==> src/rtl/video_mixer_pkg.sv <==
// Shared constants and types for the video output mixer pipeline.
// Colour-space constants are integer coefficients scaled by 256, offsets/clamps in 8-bit units.
package video_mixer_pkg;

  localparam int LAT = 3;

  localparam int KY_R  = 66;
  localparam int KY_G  = 129;
  localparam int KY_B  = 25;
  localparam int KPB_R = -38;
  localparam int KPB_G = -74;
  localparam int KPB_B = 112;
  localparam int KPR_R = 112;
  localparam int KPR_G = -94;
  localparam int KPR_B = -18;

  localparam int K_FULL_Y = 149;
  localparam int K_FULL_C = 146;

  localparam int Y_OFS8 = 16;
  localparam int C_OFS8 = 128;
  localparam int Y_MIN8 = 16;
  localparam int Y_MAX8 = 235;
  localparam int C_MIN8 = 16;
  localparam int C_MAX8 = 240;

  typedef enum logic [1:0] {
    SL_NONE = 2'd0,
    SL_25   = 2'd1,
    SL_50   = 2'd2,
    SL_75   = 2'd3
  } scanline_e;

  // 2x2 Bayer matrix indexed by {row, col}
  localparam logic [1:0] BAYER [4] = '{2'd0, 2'd2, 2'd3, 2'd1};

endpackage

==> src/rtl/video_mixer_pipe_if.sv <==
// Pixel/control input bus and VGA output bus of the video mixer pipeline.
// master = pixel source (drives colour, syncs, modes); slave = the mixer.
interface video_mixer_pipe_if #(
  parameter int IN_DW  = 8,
  parameter int OUT_DW = 6
);
  logic              pix_ce;
  logic [IN_DW-1:0]  R;
  logic [IN_DW-1:0]  G;
  logic [IN_DW-1:0]  B;
  logic              HSync;
  logic              VSync;
  logic [1:0]        scanlines;
  logic              ypbpr;
  logic              ypbpr_full;
  logic              csync;
  logic [OUT_DW-1:0] VGA_R;
  logic [OUT_DW-1:0] VGA_G;
  logic [OUT_DW-1:0] VGA_B;
  logic              VGA_HS;
  logic              VGA_VS;

  modport master (
    output pix_ce, R, G, B, HSync, VSync, scanlines, ypbpr, ypbpr_full, csync,
    input  VGA_R, VGA_G, VGA_B, VGA_HS, VGA_VS
  );

  modport slave (
    input  pix_ce, R, G, B, HSync, VSync, scanlines, ypbpr, ypbpr_full, csync,
    output VGA_R, VGA_G, VGA_B, VGA_HS, VGA_VS
  );
endinterface

==> src/rtl/video_mixer_pipe_ypbpr_conv.sv <==
// RGB to YPbPr arithmetic: coefficient products (stage 2 register), then offset,
// clamp and optional full-range expansion (stage 3, combinational into the caller's output register).
module ypbpr_conv
  import video_mixer_pkg::*;
#(
  parameter int IN_DW = 8
) (
  input  logic             clk_sys,
  input  logic             reset_n,
  input  logic [IN_DW-1:0] i_r,
  input  logic [IN_DW-1:0] i_g,
  input  logic [IN_DW-1:0] i_b,
  input  logic             i_full,
  output logic [IN_DW-1:0] o_y,
  output logic [IN_DW-1:0] o_pb,
  output logic [IN_DW-1:0] o_pr
);

  localparam int AW = IN_DW + 11;
  localparam int S  = 1 << (IN_DW - 8);

  localparam logic signed [AW-1:0] CY_R  = AW'(KY_R);
  localparam logic signed [AW-1:0] CY_G  = AW'(KY_G);
  localparam logic signed [AW-1:0] CY_B  = AW'(KY_B);
  localparam logic signed [AW-1:0] CPB_R = AW'(KPB_R);
  localparam logic signed [AW-1:0] CPB_G = AW'(KPB_G);
  localparam logic signed [AW-1:0] CPB_B = AW'(KPB_B);
  localparam logic signed [AW-1:0] CPR_R = AW'(KPR_R);
  localparam logic signed [AW-1:0] CPR_G = AW'(KPR_G);
  localparam logic signed [AW-1:0] CPR_B = AW'(KPR_B);

  localparam logic signed [AW-1:0] Y_OFS = AW'(Y_OFS8 * S * 256);
  localparam logic signed [AW-1:0] C_OFS = AW'(C_OFS8 * S * 256);
  localparam logic signed [AW-1:0] Y_LO  = AW'(Y_MIN8 * S);
  localparam logic signed [AW-1:0] Y_HI  = AW'(Y_MAX8 * S);
  localparam logic signed [AW-1:0] C_LO  = AW'(C_MIN8 * S);
  localparam logic signed [AW-1:0] C_HI  = AW'(C_MAX8 * S);
  localparam logic [IN_DW-1:0]     Y_LO_U = IN_DW'(Y_MIN8 * S);
  localparam logic [IN_DW-1:0]     C_LO_U = IN_DW'(C_MIN8 * S);

  function automatic logic [IN_DW-1:0] clamp_rng(
    input logic signed [AW-1:0] v,
    input logic signed [AW-1:0] lo,
    input logic signed [AW-1:0] hi
  );
    if (v < lo) return lo[IN_DW-1:0];
    if (v > hi) return hi[IN_DW-1:0];
    return v[IN_DW-1:0];
  endfunction

  // Input is already clamped to >= lo, so the subtraction never wraps
  function automatic logic [IN_DW-1:0] expand_sat(
    input logic [IN_DW-1:0] v,
    input logic [IN_DW-1:0] lo,
    input logic [7:0]       k
  );
    logic [IN_DW-1:0] d;
    logic [IN_DW+7:0] p;
    d = v - lo;
    p = {8'd0, d} * {{IN_DW{1'b0}}, k};
    p = p >> 7;
    if (p > {8'd0, {IN_DW{1'b1}}}) return {IN_DW{1'b1}};
    return p[IN_DW-1:0];
  endfunction

  logic signed [AW-1:0] w_rs, w_gs, w_bs;
  logic signed [AW-1:0] w_y, w_pb, w_pr;

  assign w_rs = $signed({{(AW-IN_DW){1'b0}}, i_r});
  assign w_gs = $signed({{(AW-IN_DW){1'b0}}, i_g});
  assign w_bs = $signed({{(AW-IN_DW){1'b0}}, i_b});

  assign w_y  = CY_R  * w_rs + CY_G  * w_gs + CY_B  * w_bs;
  assign w_pb = CPB_R * w_rs + CPB_G * w_gs + CPB_B * w_bs;
  assign w_pr = CPR_R * w_rs + CPR_G * w_gs + CPR_B * w_bs;

  // ---- stage 2 register: products ----
  logic signed [AW-1:0] r_y_p2, r_pb_p2, r_pr_p2;
  logic                 r_full_p2;

  always_ff @(posedge clk_sys or negedge reset_n) begin
    if (!reset_n) begin
      r_y_p2    <= '0;
      r_pb_p2   <= '0;
      r_pr_p2   <= '0;
      r_full_p2 <= 1'b0;
    end else begin
      r_y_p2    <= w_y;
      r_pb_p2   <= w_pb;
      r_pr_p2   <= w_pr;
      r_full_p2 <= i_full;
    end
  end

  // ---- stage 3 combinational: offset, scale down, clamp, expand ----
  logic signed [AW-1:0] w_y_sh, w_pb_sh, w_pr_sh;
  logic [IN_DW-1:0]     w_y_lim, w_pb_lim, w_pr_lim;

  assign w_y_sh  = (r_y_p2  + Y_OFS) >>> 8;
  assign w_pb_sh = (r_pb_p2 + C_OFS) >>> 8;
  assign w_pr_sh = (r_pr_p2 + C_OFS) >>> 8;

  assign w_y_lim  = clamp_rng(w_y_sh,  Y_LO, Y_HI);
  assign w_pb_lim = clamp_rng(w_pb_sh, C_LO, C_HI);
  assign w_pr_lim = clamp_rng(w_pr_sh, C_LO, C_HI);

  assign o_y  = r_full_p2 ? expand_sat(w_y_lim,  Y_LO_U, 8'(K_FULL_Y)) : w_y_lim;
  assign o_pb = r_full_p2 ? expand_sat(w_pb_lim, C_LO_U, 8'(K_FULL_C)) : w_pb_lim;
  assign o_pr = r_full_p2 ? expand_sat(w_pr_lim, C_LO_U, 8'(K_FULL_C)) : w_pr_lim;

endmodule

==> src/rtl/video_mixer_pipe.sv <==
// Fixed-latency VGA output mixer: scanline dimming, optional YPbPr, width reduction, sync polarity.
// Define VIDEO_MIXER_DITHER_EN to add a 2x2 ordered dither ahead of the width reduction.
module video_mixer_pipe
  import video_mixer_pkg::*;
#(
  parameter int IN_DW  = 8,
  parameter int OUT_DW = 6
) (
  input  logic              clk_sys,
  input  logic              reset_n,
  video_mixer_pipe_if.slave vif
);

  localparam int DROP = IN_DW - OUT_DW;

  function automatic logic [IN_DW-1:0] dim(
    input logic [IN_DW-1:0] x,
    input scanline_e        lvl,
    input logic             on
  );
    if (!on) return x;
    case (lvl)
      SL_25:   return (x >> 1) + (x >> 2);
      SL_50:   return x >> 1;
      SL_75:   return x >> 2;
      default: return x;
    endcase
  endfunction

  function automatic logic [OUT_DW-1:0] reduce(input logic [IN_DW-1:0] x);
    return OUT_DW'(x >> DROP);
  endfunction

  // ---- stage 1: input capture and line-phase tracking ----
  logic [IN_DW-1:0] r_r_p1, r_g_p1, r_b_p1;
  logic             r_hs_p1, r_vs_p1;
  scanline_e        r_sl_p1;
  logic             r_ypbpr_p1, r_full_p1, r_csync_p1;
  logic             r_phase;
  logic             w_hs_fall, w_vs_fall;

  assign w_hs_fall = r_hs_p1 & ~vif.HSync;
  assign w_vs_fall = r_vs_p1 & ~vif.VSync;

  always_ff @(posedge clk_sys or negedge reset_n) begin
    if (!reset_n) begin
      r_r_p1     <= '0;
      r_g_p1     <= '0;
      r_b_p1     <= '0;
      r_hs_p1    <= 1'b0;
      r_vs_p1    <= 1'b0;
      r_sl_p1    <= SL_NONE;
      r_ypbpr_p1 <= 1'b0;
      r_full_p1  <= 1'b0;
      r_csync_p1 <= 1'b0;
      r_phase    <= 1'b0;
    end else begin
      r_r_p1     <= vif.R;
      r_g_p1     <= vif.G;
      r_b_p1     <= vif.B;
      r_hs_p1    <= vif.HSync;
      r_vs_p1    <= vif.VSync;
      r_sl_p1    <= scanline_e'(vif.scanlines);
      r_ypbpr_p1 <= vif.ypbpr;
      r_full_p1  <= vif.ypbpr_full;
      r_csync_p1 <= vif.csync;
      if (w_vs_fall)      r_phase <= 1'b0;
      else if (w_hs_fall) r_phase <= ~r_phase;
    end
  end

`ifdef VIDEO_MIXER_DITHER_EN
  localparam int TH_SHL = (DROP >= 2) ? DROP - 2 : 0;
  localparam int TH_SHR = (DROP >= 2) ? 0 : 2 - DROP;

  function automatic logic [IN_DW-1:0] sat_add(input logic [IN_DW-1:0] x, input logic [IN_DW-1:0] t);
    logic [IN_DW:0] s;
    s = {1'b0, x} + {1'b0, t};
    return s[IN_DW] ? {IN_DW{1'b1}} : s[IN_DW-1:0];
  endfunction

  logic r_col;

  always_ff @(posedge clk_sys or negedge reset_n) begin
    if (!reset_n)       r_col <= 1'b0;
    else if (w_hs_fall) r_col <= 1'b0;
    else if (vif.pix_ce) r_col <= ~r_col;
  end
`else
  logic w_unused_pix_ce;
  assign w_unused_pix_ce = vif.pix_ce;
`endif

  // ---- stage 2: dimming and colour-space products ----
  logic [IN_DW-1:0] w_r_dim, w_g_dim, w_b_dim;
  logic [IN_DW-1:0] w_y, w_pb, w_pr;

  assign w_r_dim = dim(r_r_p1, r_sl_p1, r_phase);
  assign w_g_dim = dim(r_g_p1, r_sl_p1, r_phase);
  assign w_b_dim = dim(r_b_p1, r_sl_p1, r_phase);

  ypbpr_conv #(.IN_DW(IN_DW)) u_conv (
    .clk_sys (clk_sys),
    .reset_n (reset_n),
    .i_r     (w_r_dim),
    .i_g     (w_g_dim),
    .i_b     (w_b_dim),
    .i_full  (r_full_p1),
    .o_y     (w_y),
    .o_pb    (w_pb),
    .o_pr    (w_pr)
  );

  logic [IN_DW-1:0] r_r_p2, r_g_p2, r_b_p2;
  logic             r_hs_p2, r_vs_p2, r_ypbpr_p2, r_csync_p2;

  always_ff @(posedge clk_sys or negedge reset_n) begin
    if (!reset_n) begin
      r_r_p2     <= '0;
      r_g_p2     <= '0;
      r_b_p2     <= '0;
      r_hs_p2    <= 1'b0;
      r_vs_p2    <= 1'b0;
      r_ypbpr_p2 <= 1'b0;
      r_csync_p2 <= 1'b0;
    end else begin
      r_r_p2     <= w_r_dim;
      r_g_p2     <= w_g_dim;
      r_b_p2     <= w_b_dim;
      r_hs_p2    <= r_hs_p1;
      r_vs_p2    <= r_vs_p1;
      r_ypbpr_p2 <= r_ypbpr_p1;
      r_csync_p2 <= r_csync_p1;
    end
  end

`ifdef VIDEO_MIXER_DITHER_EN
  logic r_row_p2, r_col_p2;

  always_ff @(posedge clk_sys or negedge reset_n) begin
    if (!reset_n) begin
      r_row_p2 <= 1'b0;
      r_col_p2 <= 1'b0;
    end else begin
      r_row_p2 <= r_phase;
      r_col_p2 <= r_col;
    end
  end
`endif

  // ---- stage 3: output select, optional dither, width reduction, sync polarity ----
  logic [IN_DW-1:0] w_sel_r, w_sel_g, w_sel_b;
  logic [IN_DW-1:0] w_fin_r, w_fin_g, w_fin_b;

  assign w_sel_r = r_ypbpr_p2 ? w_pr : r_r_p2;
  assign w_sel_g = r_ypbpr_p2 ? w_y  : r_g_p2;
  assign w_sel_b = r_ypbpr_p2 ? w_pb : r_b_p2;

`ifdef VIDEO_MIXER_DITHER_EN
  logic [IN_DW-1:0] w_thr;
  assign w_thr   = (IN_DW'(BAYER[{r_row_p2, r_col_p2}]) << TH_SHL) >> TH_SHR;
  assign w_fin_r = sat_add(w_sel_r, w_thr);
  assign w_fin_g = sat_add(w_sel_g, w_thr);
  assign w_fin_b = sat_add(w_sel_b, w_thr);
`else
  assign w_fin_r = w_sel_r;
  assign w_fin_g = w_sel_g;
  assign w_fin_b = w_sel_b;
`endif

  logic [OUT_DW-1:0] r_vga_r_p3, r_vga_g_p3, r_vga_b_p3;
  logic              r_vga_hs_p3, r_vga_vs_p3;

  always_ff @(posedge clk_sys or negedge reset_n) begin
    if (!reset_n) begin
      r_vga_r_p3  <= '0;
      r_vga_g_p3  <= '0;
      r_vga_b_p3  <= '0;
      r_vga_hs_p3 <= 1'b1;
      r_vga_vs_p3 <= 1'b1;
    end else begin
      r_vga_r_p3 <= reduce(w_fin_r);
      r_vga_g_p3 <= reduce(w_fin_g);
      r_vga_b_p3 <= reduce(w_fin_b);
      if (r_ypbpr_p2 | r_csync_p2) begin
        r_vga_hs_p3 <= ~(r_hs_p2 ^ r_vs_p2);
        r_vga_vs_p3 <= 1'b1;
      end else begin
        r_vga_hs_p3 <= ~r_hs_p2;
        r_vga_vs_p3 <= ~r_vs_p2;
      end
    end
  end

  assign vif.VGA_R  = r_vga_r_p3;
  assign vif.VGA_G  = r_vga_g_p3;
  assign vif.VGA_B  = r_vga_b_p3;
  assign vif.VGA_HS = r_vga_hs_p3;
  assign vif.VGA_VS = r_vga_vs_p3;

endmodule

==> src/flat_wrapper.sv <==
// flat-port wrapper written by rule: the top's interface ports become plain ports
module video_mixer_pipe_flat import video_mixer_pkg::*;
#(
  parameter int IN_DW  = 8,
  parameter int OUT_DW = 6
)
  (clk_sys, reset_n, vif_pix_ce, vif_R, vif_G, vif_B, vif_HSync, vif_VSync, vif_scanlines, vif_ypbpr, vif_ypbpr_full, vif_csync, vif_VGA_R, vif_VGA_G, vif_VGA_B, vif_VGA_HS, vif_VGA_VS);
  video_mixer_pipe_if #(.IN_DW(IN_DW), .OUT_DW(OUT_DW)) vif_i ();
  input  logic clk_sys;
  input  logic reset_n;
  input wire logic [$bits(vif_i.pix_ce)-1:0] vif_pix_ce;
  input wire logic [$bits(vif_i.R)-1:0] vif_R;
  input wire logic [$bits(vif_i.G)-1:0] vif_G;
  input wire logic [$bits(vif_i.B)-1:0] vif_B;
  input wire logic [$bits(vif_i.HSync)-1:0] vif_HSync;
  input wire logic [$bits(vif_i.VSync)-1:0] vif_VSync;
  input wire logic [$bits(vif_i.scanlines)-1:0] vif_scanlines;
  input wire logic [$bits(vif_i.ypbpr)-1:0] vif_ypbpr;
  input wire logic [$bits(vif_i.ypbpr_full)-1:0] vif_ypbpr_full;
  input wire logic [$bits(vif_i.csync)-1:0] vif_csync;
  output wire logic [$bits(vif_i.VGA_R)-1:0] vif_VGA_R;
  output wire logic [$bits(vif_i.VGA_G)-1:0] vif_VGA_G;
  output wire logic [$bits(vif_i.VGA_B)-1:0] vif_VGA_B;
  output wire logic [$bits(vif_i.VGA_HS)-1:0] vif_VGA_HS;
  output wire logic [$bits(vif_i.VGA_VS)-1:0] vif_VGA_VS;
  assign vif_i.pix_ce = vif_pix_ce;
  assign vif_i.R = vif_R;
  assign vif_i.G = vif_G;
  assign vif_i.B = vif_B;
  assign vif_i.HSync = vif_HSync;
  assign vif_i.VSync = vif_VSync;
  assign vif_i.scanlines = vif_scanlines;
  assign vif_i.ypbpr = vif_ypbpr;
  assign vif_i.ypbpr_full = vif_ypbpr_full;
  assign vif_i.csync = vif_csync;
  assign vif_VGA_R = vif_i.VGA_R;
  assign vif_VGA_G = vif_i.VGA_G;
  assign vif_VGA_B = vif_i.VGA_B;
  assign vif_VGA_HS = vif_i.VGA_HS;
  assign vif_VGA_VS = vif_i.VGA_VS;
  video_mixer_pipe #(.IN_DW(IN_DW), .OUT_DW(OUT_DW)) u_core (.clk_sys(clk_sys), .reset_n(reset_n), .vif(vif_i));
endmodule
==> config.mk <==
export PLATFORM = sky130hd
export DESIGN_NAME = video_mixer_pipe_flat
export DESIGN_NICKNAME = d
export VERILOG_FILES = /design/src/rtl/video_mixer_pkg.sv /design/src/rtl/video_mixer_pipe_if.sv /design/src/rtl/video_mixer_pipe_ypbpr_conv.sv /design/src/rtl/video_mixer_pipe.sv /design/src/flat_wrapper.sv
export SDC_FILE = /design/constraint.sdc
export NUM_CORES = 1
export LEC_CHECK = 0
export BUFFER_PORTS_ARGS = -buffer_cell sky130_fd_sc_hd__buf_2
export CORE_MARGIN = 8
export CORE_UTILIZATION = 46
export DETAILED_ROUTE_END_ITERATION = 7
export PLACE_DENSITY_LB_ADDON = 0.12
export SYNTH_ARGS = -nofsm -noshare
export SYNTH_HDL_FRONTEND = slang
export SYNTH_SLANG_ARGS = --single-unit
==> constraint.sdc <==
create_clock -name clk_sys -period 7.4 [get_ports clk_sys]
set_input_delay 0.74 -clock clk_sys [delete_from_list [all_inputs] [get_ports clk_sys]]
set_output_delay 0.74 -clock clk_sys [all_outputs]
set_load 0.1 [all_outputs]
# [Word-level counts from Yosys, hierarchy flattened]
# Index checks and enable logic that the tools add are counted.
[word_totals] reg_bits=138 output_inout_bits=20
[classes] n_bitwise=10 add_sub_neg=15 mul=12 n_mux=46 n_eq_ne=3 magnitude_cmp=9 n_reduce_logical=1
[ops] operator="8-bit two-way mux" n=27
[ops] operator="8-bit one-hot mux with 3 select lines" n=3
[ops] operator="19-bit by 17-bit adder with 19-bit output, second input constant" n=2
[ops] operator="16-bit by 17-bit adder with 18-bit output" n=2
[ops] operator="11-bit by 9-bit > comparator with 1-bit output, second input constant" n=3
[ops] operator="11-bit by 6-bit less-than comparator with 1-bit output, second input constant" n=3
[ops] operator="7-bit by 9-bit multiplier with 16-bit output, first input constant" n=2
[ops] operator="8-bit by 7-bit multiplier with 15-bit output, second input constant" n=2
[ops] operator="9-bit by 8-bit > comparator with 1-bit output, second input constant" n=3
[ops] operator="7-bit by 6-bit adder with 8-bit output" n=3
[ops] operator="8-bit by 5-bit subtractor with 8-bit output, second input constant" n=3
[ops] operator="3-bit by 8-bit multiplier with 11-bit output, first input constant" n=2
[ops] operator="18-bit by 15-bit adder with 19-bit output" n=1
[ops] operator="18-bit by 16-bit adder with 19-bit output" n=1
[ops] operator="19-bit by 14-bit adder with 19-bit output" n=1
[ops] operator="19-bit by 14-bit adder with 19-bit output, second input constant" n=1
[ops] operator="19-bit by 17-bit adder with 19-bit output" n=1
[ops] operator="8-bit by 8-bit multiplier with 16-bit output, first input constant" n=1
[ops] operator="8-bit by 8-bit multiplier with 16-bit output, second input constant" n=1
[ops] operator="1-bit two-way mux" n=16
[ops] operator="6-bit by 9-bit multiplier with 15-bit output, first input constant" n=1
[ops] operator="5-bit by 9-bit multiplier with 14-bit output, first input constant" n=1
[ops] operator="6-bit by 8-bit multiplier with 14-bit output, first input constant" n=1
[ops] operator="5-bit by 8-bit multiplier with 13-bit output, first input constant" n=1
[ops] operator="7 further kinds" n=14

# [Longest topological paths before layout]
# Gate-level depths: netlist (run 1).
[depth] word_depth=13 mapped_depth=34 depth_no_buf=34

# [Hierarchy]
# Synthesis (run 1) repeated with hierarchy kept, for this count alone.
[hier_totals] hier_cells=1595 area_unflattened_um2=15564.9
[by_module_without_submodules] module="ypbpr_conv" n_inst=1 cells_each=1271 area_per_inst_um2=11888.9
[by_module_without_submodules] module="video_mixer_pipe" n_inst=1 cells_each=324 area_per_inst_um2=3676.0

# [Worst setup path after synthesis (run 1)]
# Ideal clock, no wire load.
[synth_path] path_kind="register to register" start="register u_core.r_r_p1[2]" end="register u_core.u_conv.r_pb_p2[17]" arrival_time_ps=7306 required_ps=7320 setup_slack_ps=14 setup_ps=80 stages_incl_launch_ff=30 cell_sequence="dfrtp_1 > ha_1 > fa_1 > a21o_1 > a21oi_1 > o21bai_1 > a21oi_1 > xor2_1 > o21ai_0 > ha_1 > inv_1 > fa_1 > fa_1 > inv_1 > ha_1 > ha_1 > a21o_1 > a21oi_1 > o21ai_0 > a21oi_1 > o21ai_0 > xor2_1 > fa_1 > ha_1 > nand2_1 > nor4_2 > a2111oi_4 > a21oi_2 > a21oi_2 > xnor2_1"
[synth_via] elab_chain_len=6
[synth_rtl] element="start: declaration" line="video_mixer_pipe.sv:35" source="logic [IN_DW-1:0] r_r_p1, r_g_p1, r_b_p1;"
[synth_rtl] element="start signal: assignment" line="video_mixer_pipe.sv:58" source="r_r_p1 <= vif.R;"
[synth_rtl] element="7-bit by 6-bit adder with 8-bit output" line="video_mixer_pipe.sv:23" source="SL_25: return (x >> 1) + (x >> 2);"
[synth_rtl] element="8-bit one-hot mux with 3 select lines" line="video_mixer_pipe.sv:22" source="case (lvl)"
[synth_rtl] element="8-bit two-way mux" line="video_mixer_pipe.sv:22"
[synth_rtl] element="via u_core.u_conv.i_r[6]" line="video_mixer_pipe_ypbpr_conv.sv:10" source="input logic [IN_DW-1:0] i_r,"
[synth_rtl] element="6-bit by 9-bit multiplier with 15-bit output" line="video_mixer_pipe_ypbpr_conv.sv:74" source="assign w_pb = CPB_R * w_rs + CPB_G * w_gs + CPB_B * w_bs;"
[synth_rtl] element="16-bit by 17-bit adder with 18-bit output" line="video_mixer_pipe_ypbpr_conv.sv:74"
[synth_rtl] element="18-bit by 16-bit adder with 19-bit output" line="video_mixer_pipe_ypbpr_conv.sv:74"
[synth_rtl] element="via u_core.u_conv.w_pb[17]" line="video_mixer_pipe_ypbpr_conv.sv:67" source="logic signed [AW-1:0] w_y, w_pb, w_pr;"
[synth_rtl] element="end signal: assignment" line="video_mixer_pipe_ypbpr_conv.sv:89" source="r_pb_p2 <= w_pb;"
[synth_rtl] element="end: declaration" line="video_mixer_pipe_ypbpr_conv.sv:78" source="logic signed [AW-1:0] r_y_p2, r_pb_p2, r_pr_p2;"
# The timed path passes the listed nets, and every way through them passes these cells.
# A chain may end at the register's enable or synchronous reset.

# [Final worst setup path (run 1)]
[layout_path] start="register u_core.r_r_p1[1]" end="register u_core.u_conv.r_pb_p2[17]"
# Same word-level chain as after synthesis.

==> load_flow_metrics.sql, run 1 <==
INSERT INTO impl_metrics (metric_group, metric, value, unit) VALUES
('routing', 'drt_pass1_iterations', '4', ''),
('worst_setup_path', 'critPathMaxFanout', '3', ''),
('worst_setup_path', 'dominant_cell_type_by_count_on_the_critical_path', 'sky130_fd_sc_hd__fa_1', ''),
('layout', 'layout.core_utilization', '51.85', '%'),
('logic_synthesis', 'synth-edff-count', '0', ''),
('clock_network', 'tritoncts.num_buffers', '9', ''),
('layout', 'area_growth', '10.52', '%'),
('global_route', 'number_of_global_route_vias_before_repair', '11606', ''),
('clock_network', 'tritoncts', 'built', ''),
('run', 'max_cap_viol_count', '0', ''),
('timing', 'period_minus_slack', '7.022', 'ns'),
('floorplan', 'dieArea', '39360', 'um^2'),
('logic_synthesis', 'synthDistinctLibCells', '78', ''),
('routing', 'drtIter0Drc', '485', ''),
('floorplan', 'ios', '54', ''),
('place', 'placed_cells_incl_taps', '2122', ''),
('timing', 'final_cycle_utilization_of_the_critical_path', '94.89', '%'),
('routing', 'detail_route.vias_per_cell', '5.214', ''),
('layout', 'seqCellArea', '2656', 'um^2'),
('worst_setup_path', 'cpPeakStageDelay', '0.54', 'ns'),
('routing', 'dr_top_layer', 'met4', ''),
('routing', 'dr_wl_met2', '16.63', 'mm'),
('timing', 'tightestPinTransition', '0.7544', 'ns'),
('place', 'detailedPlacementHpwl', '30.63', 'mm'),
('routing', 'ant_nets', '0', ''),
('timing', 'max_slew_violation_count', '0', ''),
('layout', 'instances_no_fill', '2145', ''),
('global_route', 'antenna_found_initial', '1', ''),
('worst_setup_path', 'worst_setup_path_start_kind', 'flop', ''),
('clock_network', 'root_buffer', 'sky130_fd_sc_hd__clkbuf_16', ''),
('timing', 'report.final.setup_viol', '0', ''),
('floorplan', 'die_width', '198.4', 'um'),
('global_route', 'pin_count_of_the_biggest_net_entering_global_routing', '60', ''),
('layout', 'drive_above_1_share', '10.81', '%'),
('logic_synthesis', 'synth.yosys.seq_area_share', '17.35', '%'),
('logic_synthesis', 'synth_flop_cell', 'sky130_fd_sc_hd__dfrtp_1', ''),
('worst_setup_path', 'endpoint_kind', 'flop', ''),
('status', 'run_status', 'complete, no violations', ''),
('routing', 'finalWirelength', '35.27', 'mm'),
('timing', 'hold_viol_final', '0', ''),
('routing', 'met3_wirelength', '1.141', 'mm'),
('routing', 'routed-via-count', '11183', ''),
('logic_synthesis', 'post_synth_instance_area', '15300', 'um^2'),
('layout', 'num-fill-cells', '3055', ''),
('logic_synthesis', 'netlist_top_cells_count', 'sky130_fd_sc_hd__ha_1, sky130_fd_sc_hd__inv_1, sky130_fd_sc_hd__fa_1, sky130_fd_sc_hd__dfrtp_1', ''),
('clock_network', 'tritoncts_num_sinks', '106', ''),
('timing', 'max_slew_margin', '49.71', '%'),
('logic_synthesis', 'ys.warnings.count', '0', ''),
('timing', 'finalSetupTns', '0', 'ns'),
('timing', 'finClkSkew', '0.01016', 'ns'),
('global_route', 'globalRouteOverflowTotal', '0', ''),
('logic_synthesis', 'flip_flop_and_latch_count_after_synthesis', '106', ''),
('routing', 'per_cell_routed_wire_length', '16.44', 'um'),
('clock_network', 'cts_max_path_buffers', '2', ''),
('clock_network', 'worstSkewPairLatency', '0.38', 'ns'),
('logic_synthesis', 'postSynthCellCount', '1592', ''),
('layout', 'final_nets', '2207', ''),
('min_path', 'hp-class', 'reg2reg', ''),
('floorplan', 'die_y', '198.4', 'um'),
('routing', 'met1Wirelength', '16.88', 'mm'),
('worst_setup_path', 'critical_path_class', 'reg2reg', ''),
('logic_synthesis', 'synth.top_cell.area_share', '30.17', '%'),
('routing', 'drc', '0', ''),
('place', 'place_congestion', '0.8631', ''),
('floorplan', 'core_area', '32620', 'um^2'),
('logic_synthesis', 'yosys-top-cells-area', 'sky130_fd_sc_hd__ha_1, sky130_fd_sc_hd__dfrtp_1, sky130_fd_sc_hd__fa_1', ''),
('floorplan', 'num_rows', '66', ''),
('logic_synthesis', 'synthMostInstantiatedCell', 'sky130_fd_sc_hd__ha_1', ''),
('logic_synthesis', 'syn-mean-instance-area', '9.612', 'um^2'),
('clock_network', 'cts.reportedPaths.clkPinSlew', '0.08', 'ns'),
('timing', 'timing.fmax', '142.4', 'MHz');
## metal layers
layer | up-vias | track usage, %
met1 | 5374 | 24.95
met2 | 126 | 31.93
met5 | - | 0
li1 | 5655 | -
met3 | 28 | 2.704
met4 | 0 | 4.591
## timing repair
item,CTS,global route
hold endpoints to repair,0,0
setup endpoints to repair,0,13
gates resized for setup,0,32
setup buffers,0,6
## stage by stage
stage                     cell area (um^2)  worst slack (ns)
final                                16910            0.3784
after global routing                 16910          -0.03082
after CTS                            16740           0.07397
after detailed placement             16440           0.09640
after global placement               16440            0.1560
after floorplan                      15300           0.01437
## cell usage in the layout, fill, tap and decap left out, drive strengths merged, types with 22 or more instances in the layout
master,n
xor2,41
fa,107
nand2,48
buf,114
o21bai,25
o21ai,75
a21oi,93
ha,369
nor2b,22
xnor2,87
o21a,24
dfrtp,104
a21o,36
inv,267
nor2,77
## registers in the layout, indices dropped and copies added (netlist names), 2 cells and up
name                   cells
u_core.u_conv.r_pb_p2     11
u_core.vif.VGA_R           6
u_core.r_r_p2              6
u_core.vif.VGA_G           6
u_core.r_g_p1              8
u_core.u_conv.r_pr_p2     11
u_core.vif.VGA_B           6
u_core.r_b_p2              6
u_core.r_g_p2              6
u_core.r_sl_p1             2
u_core.u_conv.r_y_p2       9
u_core.r_b_p1              8
u_core.r_r_p1              8
## logic make-up after synthesis
| family | after synthesis | share of synthesized area, % |
|---|---|---|
| AO/OA/AOI/OAI | 342 | 15.20 |
| buffers and inverters | 285 | 7.155 |
| AND/OR/NAND/NOR | 245 | 8.119 |
| XOR/XNOR | 128 | 7.326 |
| flip-flops | 106 | 17.35 |
| multiplexers | 10 | 0.6787 |
| adder cells (fa/ha/maj) | 476 | 44.17 |
## layout make-up
type | count | area share (%)
clock buffers | 9 | 1.332
inverters | 265 | 5.882
diodes | 1 | 0.01480
repair buffers | 114 | 4.306
clock inverters | 7 | 0.4513
flip-flops and latches | 106 | 15.71
well taps | 442 | 3.270
multi-input cells | 1201 | 69.04
## critical path: cells and delay by family (launching register included)
kind                     cells  cell delay (ns)
adder cells (fa/ha/maj)      9             3.42
AO/OA/AOI/OAI               11             2.14
flip-flops                   1             0.41
AND/OR/NAND/NOR              4             0.32
buffers and inverters        3             0.19
XOR/XNOR                     3             0.41
## final timing paths
| path | start | endpoint | slack [ns] | cells past startpoint |
|---|---|---|---|---|
| worst min-delay path | u_core.r_csync_p1$_DFF_PN0_ | u_core.r_csync_p2$_DFF_PN0_ | 0.35 | 0 |
| min in group asynchronous | reset_n | u_core.r_csync_p1$_DFF_PN0_ | 0.38 | 1 |
| worst max-delay path | u_core.r_r_p1[1]$_DFF_PN0_ | u_core.u_conv.r_pb_p2[17]$_DFF_PN0_ | 0.38 | 30 |
| worst min register to register | u_core.r_csync_p1$_DFF_PN0_ | u_core.r_csync_p2$_DFF_PN0_ | 0.35 | 0 |
| worst max register to register | u_core.r_r_p1[1]$_DFF_PN0_ | u_core.u_conv.r_pb_p2[17]$_DFF_PN0_ | 0.38 | 30 |
| max in group asynchronous | reset_n | u_core.u_conv.r_pr_p2[15]$_DFF_PN0_ | 5.84 | 2 |
Power of run 1 is not shown: default switching activity piles up to over one toggle a cycle in this logic, so the estimate is an artifact.
==> run 2: changes to the inputs <==
CORE_MARGIN = not set   (was 8)
==> load_flow_metrics.sql, run 2 (same netlist as run 1, synthesis figures left out) <==
INSERT INTO impl_metrics (metric_group, metric, value, unit) VALUES
('routing', 'per_cell_routed_wire_length', '16.22', 'um'),
('global_route', 'groute.usage.overall', '22.08', '%'),
('layout', 'num-fill-cells', '3032', ''),
('clock_network', 'worstSkewPairLatency', '0.38', 'ns'),
('place', 'detailedPlacementHpwl', '30.03', 'mm'),
('layout', 'drive_above_1_share', '11.33', '%'),
('routing', 'routed-via-count', '11193', ''),
('worst_setup_path', 'worst_ep_required_time', '7.71', 'ns'),
('worst_setup_path', 'critPathTopFamily', 'adder cells', ''),
('place', 'place_congestion', '0.8805', ''),
('global_route', 'antenna_found_initial', '1', ''),
('clock_network', 'cts_max_path_buffers', '2', ''),
('timing', 'tightestPinTransition', '0.6973', 'ns'),
('floorplan', 'core_area', '32620', 'um^2'),
('global_route', 'grt_first_pass_wirelength', '57.31', 'mm'),
('global_route', 'pin_count_of_the_biggest_net_entering_global_routing', '57', ''),
('floorplan', 'die_y', '184.4', 'um'),
('routing', 'finalWirelength', '34.81', 'mm'),
('floorplan', 'num_rows', '66', ''),
('clock_network', 'tritoncts.num_buffers', '9', ''),
('routing', 'ant_nets', '0', ''),
('timing', 'hold_viol_final', '0', ''),
('clock_network', 'cts.htree.levels', '3', ''),
('floorplan', 'ios', '54', ''),
('layout', 'seqCellArea', '2656', 'um^2'),
('routing', 'drc', '0', ''),
('timing', 'timing.fmax', '142.6', 'MHz'),
('routing', 'drt_pass1_iterations', '5', ''),
('timing', 'final_cycle_utilization_of_the_critical_path', '94.77', '%'),
('timing', 'report.final.setup_viol', '0', ''),
('layout', 'layout.cells.most_common', 'sky130_fd_sc_hd__ha_1', ''),
('floorplan', 'dieArea', '34000', 'um^2'),
('routing', 'detail_route.vias_per_cell', '5.216', ''),
('timing', 'max_slew_margin', '53.51', '%'),
('worst_setup_path', 'cp.buffers_inverters', '3', ''),
('min_path', 'hp-class', 'reg2reg', ''),
('worst_setup_path', 'critPathMaxFanout', '5', ''),
('layout', 'final_nets', '2208', ''),
('timing', 'finClkSkew', '0.006057', 'ns'),
('status', 'run_status', 'complete, no violations', ''),
('worst_setup_path', 'cpPeakStageDelay', '0.55', 'ns'),
('worst_setup_path', 'worst_setup_path_start_kind', 'flop', ''),
('layout', 'instances_no_fill', '2146', ''),
('place', 'placed_cells_incl_taps', '2121', ''),
('timing', 'max_slew_violation_count', '0', ''),
('global_route', 'number_of_global_route_vias_before_repair', '11439', ''),
('clock_network', 'tritoncts', 'built', ''),
('worst_setup_path', 'crit_slowest_cell', 'sky130_fd_sc_hd__fa_1', ''),
('timing', 'period_minus_slack', '7.013', 'ns'),
('global_route', 'globalRouteOverflowTotal', '0', ''),
('layout', 'reg.largest.list', 'u_core.u_conv.r_pb_p2 (11), u_core.u_conv.r_pr_p2 (11), u_core.u_conv.r_y_p2 (9)', ''),
('worst_setup_path', 'data_arrival_time_of_the_critical_path', '7.32', 'ns'),
('layout', 'multi_input_combinational_cell_area', '11700', 'um^2'),
('worst_setup_path', 'critical_path_class', 'reg2reg', ''),
('layout', 'area_growth', '10.82', '%'),
('floorplan', 'die_width', '184.4', 'um'),
('place', 'place.port_buffers', '52', ''),
('routing', 'drtIter0Drc', '470', ''),
('floorplan', 'start_util', '46.91', '%'),
('clock_network', 'ctsHoldBuffers', '0', ''),
('clock_network', 'root_buffer', 'sky130_fd_sc_hd__clkbuf_16', ''),
('timing', 'final_hold_slack', '0.3507', 'ns'),
('worst_setup_path', 'endpoint_kind', 'flop', ''),
('clock_network', 'tritoncts_num_sinks', '106', ''),
('layout', 'mostFrequentLayoutCells', 'sky130_fd_sc_hd__ha_1, sky130_fd_sc_hd__inv_1, sky130_fd_sc_hd__fa_1', ''),
('run', 'max_cap_viol_count', '0', ''),
('clock_network', 'cts.reportedPaths.clkPinSlew', '0.08', 'ns');
==> run 2: routing by layer <==
| metal | up-vias | track usage [%] | share of wire (%) |
|---|---|---|---|
| met5 | - | 0 | 0 |
| met4 | 0 | 6.733 | 1.9 |
| met3 | 30 | 3.003 | 2.7 |
| met2 | 134 | 37.57 | 48 |
| met1 | 5365 | 28.96 | 48 |
| li1 | 5664 | - | - |
==> run 2: metrics by stage <==
step                util, %   TNS, ns  setup WS (ns)  cell area [um^2]
floorplan                 -         0        0.01437             15300
global placement      50.37         0         0.1179             16430
detailed placement    50.37         0        0.03093             16430
CTS                   51.35         0        0.03582             16750
global route          51.98  -0.02157       -0.01702             16960
finish                51.99         0         0.3873             16960
==> run 2: what timing repair did <==
item	4_1_cts	5_1_grt
setup buffers	0	8
gates resized for setup	0	40
setup endpoints to repair	0	14
==> run 2: final timing paths <==
check	from	end	slack [ns]	cells after the start
worst max-delay path	u_core.r_g_p1[2]$_DFF_PN0_	u_core.u_conv.r_pb_p2[17]$_DFF_PN0_	0.39	27
worst max register to register	u_core.r_g_p1[2]$_DFF_PN0_	u_core.u_conv.r_pb_p2[17]$_DFF_PN0_	0.39	27
worst min register to register	u_core.r_csync_p1$_DFF_PN0_	u_core.r_csync_p2$_DFF_PN0_	0.35	0
worst min-delay path	u_core.r_csync_p1$_DFF_PN0_	u_core.r_csync_p2$_DFF_PN0_	0.35	0
max in group asynchronous	reset_n	u_core.u_conv.r_pr_p2[18]$_DFF_PN0_	5.86	2
min in group asynchronous	reset_n	u_core.r_csync_p1$_DFF_PN0_	0.39	1
==> run 2: cell type report <==
cell class / instances / area share [%]
Multi-Input combinational cell: 1201 / 68.98
Sequential cell: 106 / 15.66
Inverter: 265 / 5.866
Timing Repair Buffer: 115 / 4.339
Tap cell: 442 / 3.261
Clock buffer: 10 / 1.409
Clock inverter: 6 / 0.4648
Antenna cell: 1 / 0.01476
Power of run 2 is left out for the same reason.
==> run 3: changes to the inputs <==
CORE_ASPECT_RATIO = 0.6   (was not set)
CTS_BUF_LIST = sky130_fd_sc_hd__clkbuf_4   (was not set)
==> load_flow_metrics.sql, run 3 (same netlist as run 1, synthesis figures left out) <==
INSERT INTO impl_metrics (metric_group, metric, value, unit) VALUES
('status', 'run_status', 'complete, no violations', ''),
('min_path', 'hp-class', 'in2async', ''),
('layout', 'multi_input_combinational_cell_area', '11780', 'um^2'),
('routing', 'routed-via-count', '11355', ''),
('global_route', 'groute.usage.overall', '23.46', '%'),
('worst_setup_path', 'critical_path_class', 'reg2reg', ''),
('clock_network', 'tritoncts.num_buffers', '9', ''),
('place', 'detailedPlacementHpwl', '32.98', 'mm'),
('worst_setup_path', 'worst_r2r_endpoint', 'u_core.u_conv.r_pb_p2[17]$_DFF_PN0_', ''),
('clock_network', 'cts.reportedPaths.clkPinSlew', '0.18', 'ns'),
('worst_setup_path', 'worstSetupPathDepth', '28', ''),
('global_route', 'globalRouteOverflowTotal', '0', ''),
('layout', 'reg.largest.list', 'u_core.u_conv.r_pb_p2 (11), u_core.u_conv.r_pr_p2 (11), u_core.u_conv.r_y_p2 (9)', ''),
('timing', 'period_minus_slack', '7.105', 'ns'),
('worst_setup_path', 'critPathMaxFanout', '14', ''),
('timing', 'max_slew_violation_count', '0', ''),
('floorplan', 'ios', '54', ''),
('worst_setup_path', 'worst_setup_path_start_kind', 'flop', ''),
('routing', 'drtIter0Drc', '672', ''),
('worst_setup_path', 'data_arrival_time_of_the_critical_path', '7.63', 'ns'),
('global_route', 'grt_busiest_layer', 'met1', ''),
('layout', 'num-fill-cells', '3007', ''),
('routing', 'per_cell_routed_wire_length', '17.74', 'um'),
('clock_network', 'ctsHoldBuffers', '0', ''),
('timing', 'finClkSkew', '0.02361', 'ns'),
('timing', 'final_cycle_utilization_of_the_critical_path', '96.02', '%'),
('place', 'place.port_buffers', '52', ''),
('worst_setup_path', 'crit_slowest_cell', 'sky130_fd_sc_hd__dfrtp_1', ''),
('routing', 'drc', '0', ''),
('layout', 'design_area', '16940', 'um^2'),
('timing', 'report.final.setup_viol', '0', ''),
('timing', 'tightestPinTransition', '0.6920', 'ns'),
('clock_network', 'worstSkewPairLatency', '0.60', 'ns'),
('floorplan', 'die_width', '237.5', 'um'),
('worst_setup_path', 'rr_startpoint', 'u_core.r_sl_p1[1]$_DFF_PN0_', ''),
('layout', 'layout.cells.most_common', 'sky130_fd_sc_hd__ha_1', ''),
('worst_setup_path', 'cp.buffers_inverters', '5', ''),
('place', 'place_congestion', '0.8953', ''),
('layout', 'drive_above_1_share', '12.58', '%'),
('global_route', 'pin_count_of_the_biggest_net_entering_global_routing', '56', ''),
('timing', 'max_slew_margin', '53.28', '%'),
('worst_setup_path', 'endpoint_kind', 'flop', ''),
('place', 'place_area', '16410', 'um^2'),
('floorplan', 'start_util', '46.93', '%'),
('routing', 'detail_route.vias_per_cell', '5.247', ''),
('worst_setup_path', 'cpPeakStageDelay', '0.58', 'ns'),
('routing', 'finalWirelength', '38.38', 'mm'),
('worst_setup_path', 'regToRegSetupSlack', '0.29', 'ns'),
('clock_network', 'root_buffer', 'sky130_fd_sc_hd__clkbuf_4', ''),
('global_route', 'globalRouteMet1Util', '36.66', '%'),
('timing', 'hold_viol_final', '0', ''),
('global_route', 'met2_usage', '31.39', '%'),
('global_route', 'antenna_found_initial', '1', ''),
('layout', 'mostFrequentLayoutCells', 'sky130_fd_sc_hd__ha_1, sky130_fd_sc_hd__inv_1, sky130_fd_sc_hd__fa_1, sky130_fd_sc_hd__dfrtp_1, sky130_fd_sc_hd__xnor2_1', ''),
('layout', 'area_growth', '10.69', '%'),
('worst_setup_path', 'worst-r2r-cell-count', '28', ''),
('global_route', 'grt_first_pass_wirelength', '60.26', 'mm'),
('floorplan', 'dieArea', '34020', 'um^2'),
('global_route', 'grt.met3_usage', '7.075', '%'),
('worst_setup_path', 'dominant_cell_type_by_count_on_the_critical_path', 'sky130_fd_sc_hd__fa_1', ''),
('layout', 'seqCellArea', '2656', 'um^2'),
('clock_network', 'tritoncts', 'built', ''),
('clock_network', 'tritoncts_num_sinks', '106', ''),
('run', 'max_cap_viol_count', '0', ''),
('worst_setup_path', 'worst_ep_required_time', '7.92', 'ns'),
('worst_setup_path', 'critPathTopFamily', 'adder cells', ''),
('floorplan', 'num_rows', '51', ''),
('floorplan', 'die_y', '143.3', 'um'),
('global_route', 'number_of_global_route_vias_before_repair', '10859', ''),
('clock_network', 'cts.htree.levels', '3', ''),
('floorplan', 'core_area', '32610', 'um^2'),
('routing', 'ant_nets', '0', ''),
('clock_network', 'cts_max_path_buffers', '2', ''),
('routing', 'drt_pass1_iterations', '5', ''),
('timing', 'timing.fmax', '140.7', 'MHz'),
('layout', 'final_nets', '2214', '');
-- run 3: cell types whose count changed in the layout (fill, tap and decap cells not counted), moves of 3 or more --
| cell | previous run | this run |
|---|---|---|
| sky130_fd_sc_hd__a21oi_1 | 77 | 73 |
| sky130_fd_sc_hd__clkbuf_4 | 0 | 10 |
| sky130_fd_sc_hd__inv_2 | 2 | 5 |
| sky130_fd_sc_hd__diode_2 | 1 | 5 |
| sky130_fd_sc_hd__clkbuf_16 | 9 | 0 |
| sky130_fd_sc_hd__ha_4 | 3 | 8 |
| sky130_fd_sc_hd__ha_1 | 364 | 358 |
| sky130_fd_sc_hd__a21oi_2 | 15 | 19 |
| sky130_fd_sc_hd__inv_1 | 263 | 260 |
| sky130_fd_sc_hd__buf_4 | 64 | 70 |
-- run 3: metrics by stage --
step | TNS (ns) | setup WS, ns | cells | hold WS (ns) | utilization [%]
after floorplan | 0 | 0.01437 | 1592 | 0.3312 | -
after global placement | 0 | 0.08088 | 2125 | 0.3396 | 50.33
after detailed placement | -0.04805 | -0.03850 | 2125 | 0.3395 | 50.33
after CTS | 0 | 0.0004636 | 2143 | 0.1455 | 50.88
after global routing | -0.1184 | -0.05911 | 2162 | 0.1484 | 51.93
final | 0 | 0.2947 | 2164 | 0.1630 | 51.94
-- run 3: layer usage --
metal  vias up  part of all wire [%]  wire length [um]
met5         -                     0                 0
met4         0                  0.64               246
met3        17                   7.1              2723
met2       210                    38             14720
met1      5455                    54             20690
li1       5673                     -                 -
-- run 3: area by class of cell --
class	count	area share, %
Multi-Input combinational cell	1201	69.56
Clock buffer	10	0.4432
Sequential cell	106	15.68
Clock inverter	6	0.4358
Inverter	265	5.873
Timing Repair Buffer	121	4.610
Tap cell	450	3.324
Antenna cell	5	0.07387
-- run 3: worst max-delay path by stage --
stage	endpoint	startpoint
global route	u_core.u_conv.r_pb_p2[17]$_DFF_PN0_	u_core.r_r_p1[1]$_DFF_PN0_
CTS	u_core.u_conv.r_pb_p2[17]$_DFF_PN0_	u_core.r_r_p1[1]$_DFF_PN0_
detailed placement	u_core.u_conv.r_pb_p2[17]$_DFF_PN0_	u_core.r_r_p1[1]$_DFF_PN0_
floorplan	u_core.u_conv.r_pb_p2[17]$_DFF_PN0_	u_core.r_r_p1[2]$_DFF_PN0_
global placement	u_core.u_conv.r_pb_p2[17]$_DFF_PN0_	u_core.r_g_p1[1]$_DFF_PN0_
finish	u_core.u_conv.r_pb_p2[17]$_DFF_PN0_	u_core.r_sl_p1[1]$_DFF_PN0_
-- run 3: worst register-to-register path: cells and delay by family, from the launching register on --
family | cells | cell delay, ns
adders and majority gates | 6 | 2.55
AOI/OAI and AO/OA | 10 | 1.84
and+or+nand+nor | 5 | 1.13
buffers and inverters | 5 | 0.68
DFF | 1 | 0.58
xor gates and xnor gates | 2 | 0.25
-- run 3: repair_timing --
action / CTS / global route
resized for setup: 5 / 50
hold endpoints to repair: 0 / 0
pin swaps: 2 / 23
setup endpoints to repair: 5 / 16
gates cloned: 0 / 0
buffers inserted: 2 / 16
Power of run 3 is left out for the same reason.
